`config.mk`:
```
export PLATFORM = sky130hd
export DESIGN_NAME = vram_write_arbiter
export DESIGN_NICKNAME = d
export VERILOG_FILES = /design/src/rtl/vram_write_arbiter.sv
export SDC_FILE = /design/constraint.sdc
export NUM_CORES = 1
export LEC_CHECK = 0
export ABC_AREA = 0
export CORE_MARGIN = 8
export CORE_UTILIZATION = 31
export CTS_CLUSTER_SIZE = 8
export DETAILED_ROUTE_END_ITERATION = 6
export PLACE_DENSITY = 0.71
export SKIP_LAST_GASP = 1
export SLEW_MARGIN = 15
export SYNTH_ARGS = -nofsm -noshare
export SYNTH_HDL_FRONTEND = slang
export SYNTH_SLANG_ARGS = --single-unit
```
`constraint.sdc`:
```
create_clock -name clk -period 1.9 [get_ports clk]
set_input_delay 0.285 -clock clk [delete_from_list [all_inputs] [get_ports clk]]
set_output_delay 0.285 -clock clk [all_outputs]
set_load 0.1 [all_outputs]
```
`src/rtl/vram_write_arbiter.sv`:
```
// vram_write_arbiter: two-requester round-robin arbiter for a single VRAM
// write port, with an optional frame-clear fill engine.
//
// Optional feature macro: VRAM_ARB_CLEAR_EN (compiles in the CLEAR state,
// fill counter and clr_* behaviour; without it clr_busy is tied to 0).
//
// Ports:
//   clk, rst              clock, synchronous active-high reset
//   clk_en                clock enable; all state advances only when 1
//   reqN_valid/adr/dat    write request from requester N (N = 0, 1)
//   reqN_ready            combinational grant, accepted on the same edge
//   clr_start, clr_dat    start pulse and fill value for a frame clear
//   clr_busy              clear in progress
//   vram_we/adr_w/dat_w   registered VRAM write port, latency 1

module vram_write_arbiter #(
   parameter int unsigned MAW         = 19,
   parameter int unsigned MDW         = 8,
   parameter int unsigned FRAME_WORDS = 307200
) (
   input  logic           clk,
   input  logic           rst,
   input  logic           clk_en,
   input  logic           req0_valid,
   input  logic [MAW-1:0] req0_adr,
   input  logic [MDW-1:0] req0_dat,
   output logic           req0_ready,
   input  logic           req1_valid,
   input  logic [MAW-1:0] req1_adr,
   input  logic [MDW-1:0] req1_dat,
   output logic           req1_ready,
   input  logic           clr_start,
   input  logic [MDW-1:0] clr_dat,
   output logic           clr_busy,
   output logic           vram_we,
   output logic [MAW-1:0] vram_adr_w,
   output logic [MDW-1:0] vram_dat_w
);

   typedef enum logic {
      ST_ARB   = 1'b0,
      ST_CLEAR = 1'b1
   } state_t;

   state_t         state_q, state_d;
   logic           ptr_q, ptr_d;
   logic           vram_we_q, vram_we_d;
   logic [MAW-1:0] vram_adr_q, vram_adr_d;
   logic [MDW-1:0] vram_dat_q, vram_dat_d;
   logic           gnt0, gnt1, clr_go;

`ifdef VRAM_ARB_CLEAR_EN
   localparam logic [MAW-1:0] LAST_ADR = MAW'(FRAME_WORDS - 1);

   logic [MAW-1:0] cnt_q, cnt_d;
   logic [MDW-1:0] fill_q, fill_d;
   logic           clr_busy_q, clr_busy_d;
`else
   logic unused_clr;
   assign unused_clr = ^{clr_start, clr_dat};
`endif

   // Grant decode: clear start beats any request; preferred requester wins ties.
   always_comb begin
      gnt0   = 1'b0;
      gnt1   = 1'b0;
      clr_go = 1'b0;
      if (!rst && clk_en && state_q == ST_ARB) begin
`ifdef VRAM_ARB_CLEAR_EN
         clr_go = clr_start;
`endif
         if (!clr_go) begin
            if (req0_valid && (ptr_q == 1'b0 || !req1_valid)) begin
               gnt0 = 1'b1;
            end else if (req1_valid) begin
               gnt1 = 1'b1;
            end
         end
      end
   end

   assign req0_ready = gnt0;
   assign req1_ready = gnt1;

   // Next-state and VRAM port update; everything holds while clk_en=0.
   always_comb begin
      state_d    = state_q;
      ptr_d      = ptr_q;
      vram_we_d  = vram_we_q;
      vram_adr_d = vram_adr_q;
      vram_dat_d = vram_dat_q;
`ifdef VRAM_ARB_CLEAR_EN
      cnt_d      = cnt_q;
      fill_d     = fill_q;
      clr_busy_d = clr_busy_q;
`endif
      if (clk_en) begin
         vram_we_d = 1'b0;
         if (gnt0) begin
            vram_we_d  = 1'b1;
            vram_adr_d = req0_adr;
            vram_dat_d = req0_dat;
            ptr_d      = 1'b1;
         end else if (gnt1) begin
            vram_we_d  = 1'b1;
            vram_adr_d = req1_adr;
            vram_dat_d = req1_dat;
            ptr_d      = 1'b0;
         end
`ifdef VRAM_ARB_CLEAR_EN
         if (clr_go) begin
            fill_d     = clr_dat;
            cnt_d      = '0;
            state_d    = ST_CLEAR;
            clr_busy_d = 1'b1;
         end
         // Fill engine: one word per enabled cycle, leave after the last address.
         if (state_q == ST_CLEAR) begin
            vram_we_d  = 1'b1;
            vram_adr_d = cnt_q;
            vram_dat_d = fill_q;
            cnt_d      = cnt_q + MAW'(1);
            if (cnt_q == LAST_ADR) begin
               state_d    = ST_ARB;
               clr_busy_d = 1'b0;
            end
         end
`endif
      end
   end

   // State registers; reset takes effect regardless of clk_en.
   always_ff @(posedge clk) begin
      if (rst) begin
         state_q    <= ST_ARB;
         ptr_q      <= 1'b0;
         vram_we_q  <= 1'b0;
         vram_adr_q <= '0;
         vram_dat_q <= '0;
`ifdef VRAM_ARB_CLEAR_EN
         cnt_q      <= '0;
         fill_q     <= '0;
         clr_busy_q <= 1'b0;
`endif
      end else begin
         state_q    <= state_d;
         ptr_q      <= ptr_d;
         vram_we_q  <= vram_we_d;
         vram_adr_q <= vram_adr_d;
         vram_dat_q <= vram_dat_d;
`ifdef VRAM_ARB_CLEAR_EN
         cnt_q      <= cnt_d;
         fill_q     <= fill_d;
         clr_busy_q <= clr_busy_d;
`endif
      end
   end

   assign vram_we    = vram_we_q;
   assign vram_adr_w = vram_adr_q;
   assign vram_dat_w = vram_dat_q;

`ifdef VRAM_ARB_CLEAR_EN
   assign clr_busy = clr_busy_q;
`else
   assign clr_busy = 1'b0;
`endif

endmodule

```
Yosys cells after proc, flatten, opt, wreduce, memory -nomap -nowiden
Cells that the tools add are included.
{"block": "op_classes", "bitwise_logic": 1, "n_reduce_logical": 7, "mux": 13}
{"operator": "$mux 19", "count": 2}
{"operator": "$mux 8", "count": 2}
{"operator": "$mux 1", "count": 9}
{"operator": "$logic_and 1x1->1", "count": 2}
{"operator": "$logic_not 1->1", "count": 2}
{"operator": "$reduce_and 2->1", "count": 1}
{"operator": "$reduce_bool 2->1", "count": 1}
{"operator": "$logic_or 1x1->1", "count": 1}
{"operator": "$not 1->1", "count": 1}
{"block": "totals", "output_inout_bits": 31, "wordCells": 25, "regBits": 29}

Depth between registers and ports, before layout
{"block": "depth", "word_depth": 7, "depth_mapped": 7, "mapped_depth_nobuf": 3}

Least setup slack after synthesis
No wires, ideal clock.
{"block": "synth_timing", "kind": "input to output", "startpoint": "in rst", "endpoint": "out req1_ready", "t_arrival_ps": 2070, "stages": 4, "required_time_ps": 1615, "slack_ps": -455, "n_path_buf": 2, "cell_sequence": "buf_6 nand3b_1 buf_2 nor2_1"}
{"block": "synth_between", "elab_chain_len": 3}
{"element": "start, declared", "line": "22", "source": "input logic rst,"}
{"element": "$logic_not 1->1", "line": "68", "source": "if (!rst && clk_en && state_q == ST_ARB) begin"}
{"element": "$logic_and 1x1->1", "line": "68"}
{"element": "$mux 1", "line": "68"}
{"element": "end, declared", "line": "31", "source": "output logic req1_ready,"}
Every way passes these cells.

Final worst setup path
{"block": "layout_timing", "startpoint": "in req1_valid", "endpoint": "out req0_ready"}
{"block": "layout_between", "elab_chain_len": 5}
{"element": "start, declared", "line": "28", "source": "input logic req1_valid,"}
{"element": "$logic_not 1->1", "line": "73", "source": "if (req0_valid && (ptr_q == 1'b0 || !req1_valid)) begin"}
{"element": "$logic_or 1x1->1", "line": "73"}
{"element": "$logic_and 1x1->1", "line": "73"}
{"element": "$mux 1", "line": "73"}
{"element": "$mux 1", "line": "68"}
{"element": "end, declared", "line": "27", "source": "output logic req0_ready,"}
Every way passes these cells.

==> flow_summary.json <==
{
  "tritoncts": "yes",
  "clk_pin_slew_ps": 70,
  "synth_flop_cell": "dfxtp_1",
  "synth_seq_cells": 29,
  "drt_first_pass_iters": 4,
  "synth-edff-count": 0,
  "crit_arrival_ps": 1460,
  "num_rows": 25,
  "cts_resized": 0,
  "io_buffers": 88,
  "overflow": 0,
  "start_util_pct": 32.2,
  "place.gp.congestion": 0.745,
  "nets": 326,
  "wire_per_inst_um": 16.0,
  "tns_ps": 0,
  "top_layer": "met4",
  "p_per_area_mw_per_mm2": 762,
  "synth_cell_types": 22,
  "synth_top_area_cell": "dfxtp_1",
  "avgSynthCellArea_um2": 8.90,
  "cts_sinks": 29,
  "h-tree-depth": 2,
  "first_global_vias": 1799,
  "netlist_top_cells_count": "45 x nand2_1, 29 x dfxtp_1, 22 x nor3_1",
  "place_area_mm2": 0.00239,
  "layout_min_cycle_time_ps": 1750,
  "cts_made_buffers": 5,
  "grt_pass1_wl_um": 8600,
  "io_pins": 99,
  "die_y_um": 86.1,
  "cts_hold_buffers": 0,
  "dieArea_mm2": 0.00741,
  "finalWorstSetupSlack_ps": 152,
  "mappedNetlistArea_mm2": 0.00152,
  "ir_drop_v": 0.000383,
  "crit_slowest_cell": "clkdlybuf4s50_1",
  "yosys_warnings": 0,
  "root_buffer": "clkbuf_8",
  "core_mm2": 0.00472,
  "pre_cts_slack_ps": 143,
  "synth_most_common_cell": "nand2_1",
  "cellLeakagePower_nw": 0.913,
  "drtIter0Drc": 84,
  "rsz0062_at_grt": "false",
  "final-setup-viol-count": 0,
  "wl_met1_um": 2350,
  "antenna_left": 0,
  "path_max_fanout": 5,
  "start_kind": "input pin",
  "end_kind": "primary output",
  "seqPwrFrac_pct": 35.3,
  "routed_wl_um": 5230,
  "wl_met2_um": 2340,
  "grt_start_max_net_pins": 30,
  "synth_area_leaders": "dfxtp_1 38%, a311oi_2 18%, nand2_1 11%",
  "vias": 1613,
  "syn_nets": 239,
  "switching_share_pct": 36.8,
  "cp.required_ps": 1620,
  "dp.final_hpwl_um": 3870,
  "crit_buf_inv": 3,
  "viasPerCell": 4.95,
  "whs_ps": 325,
  "clock.fmax_ghz": 0.572,
  "fin_area_mm2": 0.00250,
  "total_power_mw": 1.90,
  "clkLatencyLatePin_ps": 280,
  "switching_power_mw": 0.699,
  "max_cap_violations": 0,
  "outcome": "finished clean",
  "finalMaxSlewViolations": 0,
  "fin_skew_ps": 3.32,
  "diodes": 0,
  "cts_buffer_depth": 2,
  "yosysTopAreaCellShare_pct": 38.1,
  "crit_family": "buffers and inverters",
  "nFillCells": 442,
  "crit_chain": "clkdlybuf4s50_1 > a21boi_2 > nand2b_4 > clkinvlp_4 > buf_12",
  "route.met3.wl_um": 503,
  "finalHoldViolCount": 0,
  "slowest_delay_ps": 490,
  "critPathKind": "input pin to primary output",
  "period_share_pct": 92.0,
  "syn_to_final_growth_pct": 63.9,
  "die-width_um": 86.1,
  "hold_class": "input pin to flop",
  "clockPowerShare_pct": 29.7,
  "track_usage_pct": 14.3,
  "power_frac_comb_pct": 35.0,
  "cts_setup_buffers": 0,
  "ys_seq_area_share_pct": 38.1,
  "drc_errors": 0,
  "p_int_mw": 1.20,
  "antenna_found_initial": 0,
  "drive_above_1_share_pct": 29.0,
  "synth-async-reset-ratio_pct": 0,
  "syn_inst": 171
}
-- through the flow --
stage,utilization (%),instances
after floorplan,-,171
after global placement,50.7,318
after detailed placement,50.7,318
after CTS,52.8,326
after global routing,52.8,326
final,52.8,326
-- cells by family after synthesis --
kind of cell	synth area share, %
AND/OR/NAND/NOR	27.0
buffers and inverters	9.04
flip-flops	38.1
other	0.246
AO/OA/AOI/OAI	25.6
-- flip-flops by register name, indices dropped and copies added, names as in the netlist --
name	count
vram_dat_w	8
ptr_q	1
vram_adr_w	19
vram_we	1
-- cell usage in the layout (no fill, tap or decap) --
| master | instances |
|---|---|
| clkdlybuf4s50_1 | 57 |
| nand2_1 | 45 |
| buf_4 | 40 |
| dfxtp_1 | 29 |
| nor3_1 | 22 |
| a311oi_2 | 18 |
| clkbuf_8 | 7 |
| nand4b_1 | 5 |
| nand3_1 | 5 |
| o21ai_0 | 5 |
| a31oi_1 | 5 |
| a311oi_1 | 4 |
| nand2b_4 | 2 |
| nand3b_1 | 2 |
| nor2_1 | 2 |
| buf_12 | 2 |
| a21boi_2 | 1 |
| clkinvlp_4 | 1 |
| nor2_2 | 1 |
| and3b_1 | 1 |
| a21bo_2 | 1 |
| a211oi_1 | 1 |
| conb_1 | 1 |
| clkinv_2 | 1 |
| buf_2 | 1 |
-- layer usage --
layer	GRT usage (%)	vias up
met5	0	-
met4	4.62	0
met3	6.11	5
met2	22.6	61
met1	17.0	755
li1	-	792
-- power by group through the flow --
stage / Combinational [mW] / Sequential [mW] / Clock [mW]
global placement: 0.665 / 0.683 / 0
CTS: 0.670 / 0.671 / 0.575
floorplan: 0.172 / 0.957 / 0
finish: 0.665 / 0.671 / 0.566
detailed placement: 0.669 / 0.683 / 0
global route: 0.695 / 0.676 / 0.599
-- worst paths after layout --
check | startpoint | end | slack [ps] | depth (start not counted)
setup reg to reg | ptr_q | vram_dat_w[6] | 660 | 4
hold / removal | rst | vram_dat_w[5] | 320 | 2
hold reg to reg | vram_adr_w[10] | vram_adr_w[10] | 500 | 2
setup / recovery | req1_valid | req0_ready | 150 | 5
-- worst reg2reg max path, delay by kind of cell (launching register included) --
kind	cells	cell delay, ps
compound gates	2	480
buf+inv	1	230
simple gates	1	120
flops	1	330
-- final cells by class --
cell class,instances,area [um2],share of cell area (%)
repair buffers,100,916,36.7
multi-input cells,121,807,32.3
flip-flops and latches,29,581,23.3
clock buffers,7,96.3,3.86
well taps,67,83.8,3.36
inverters,1,7.51,0.301
clock inverters,1,5.00,0.201
Power figures use the tool's default switching activity.
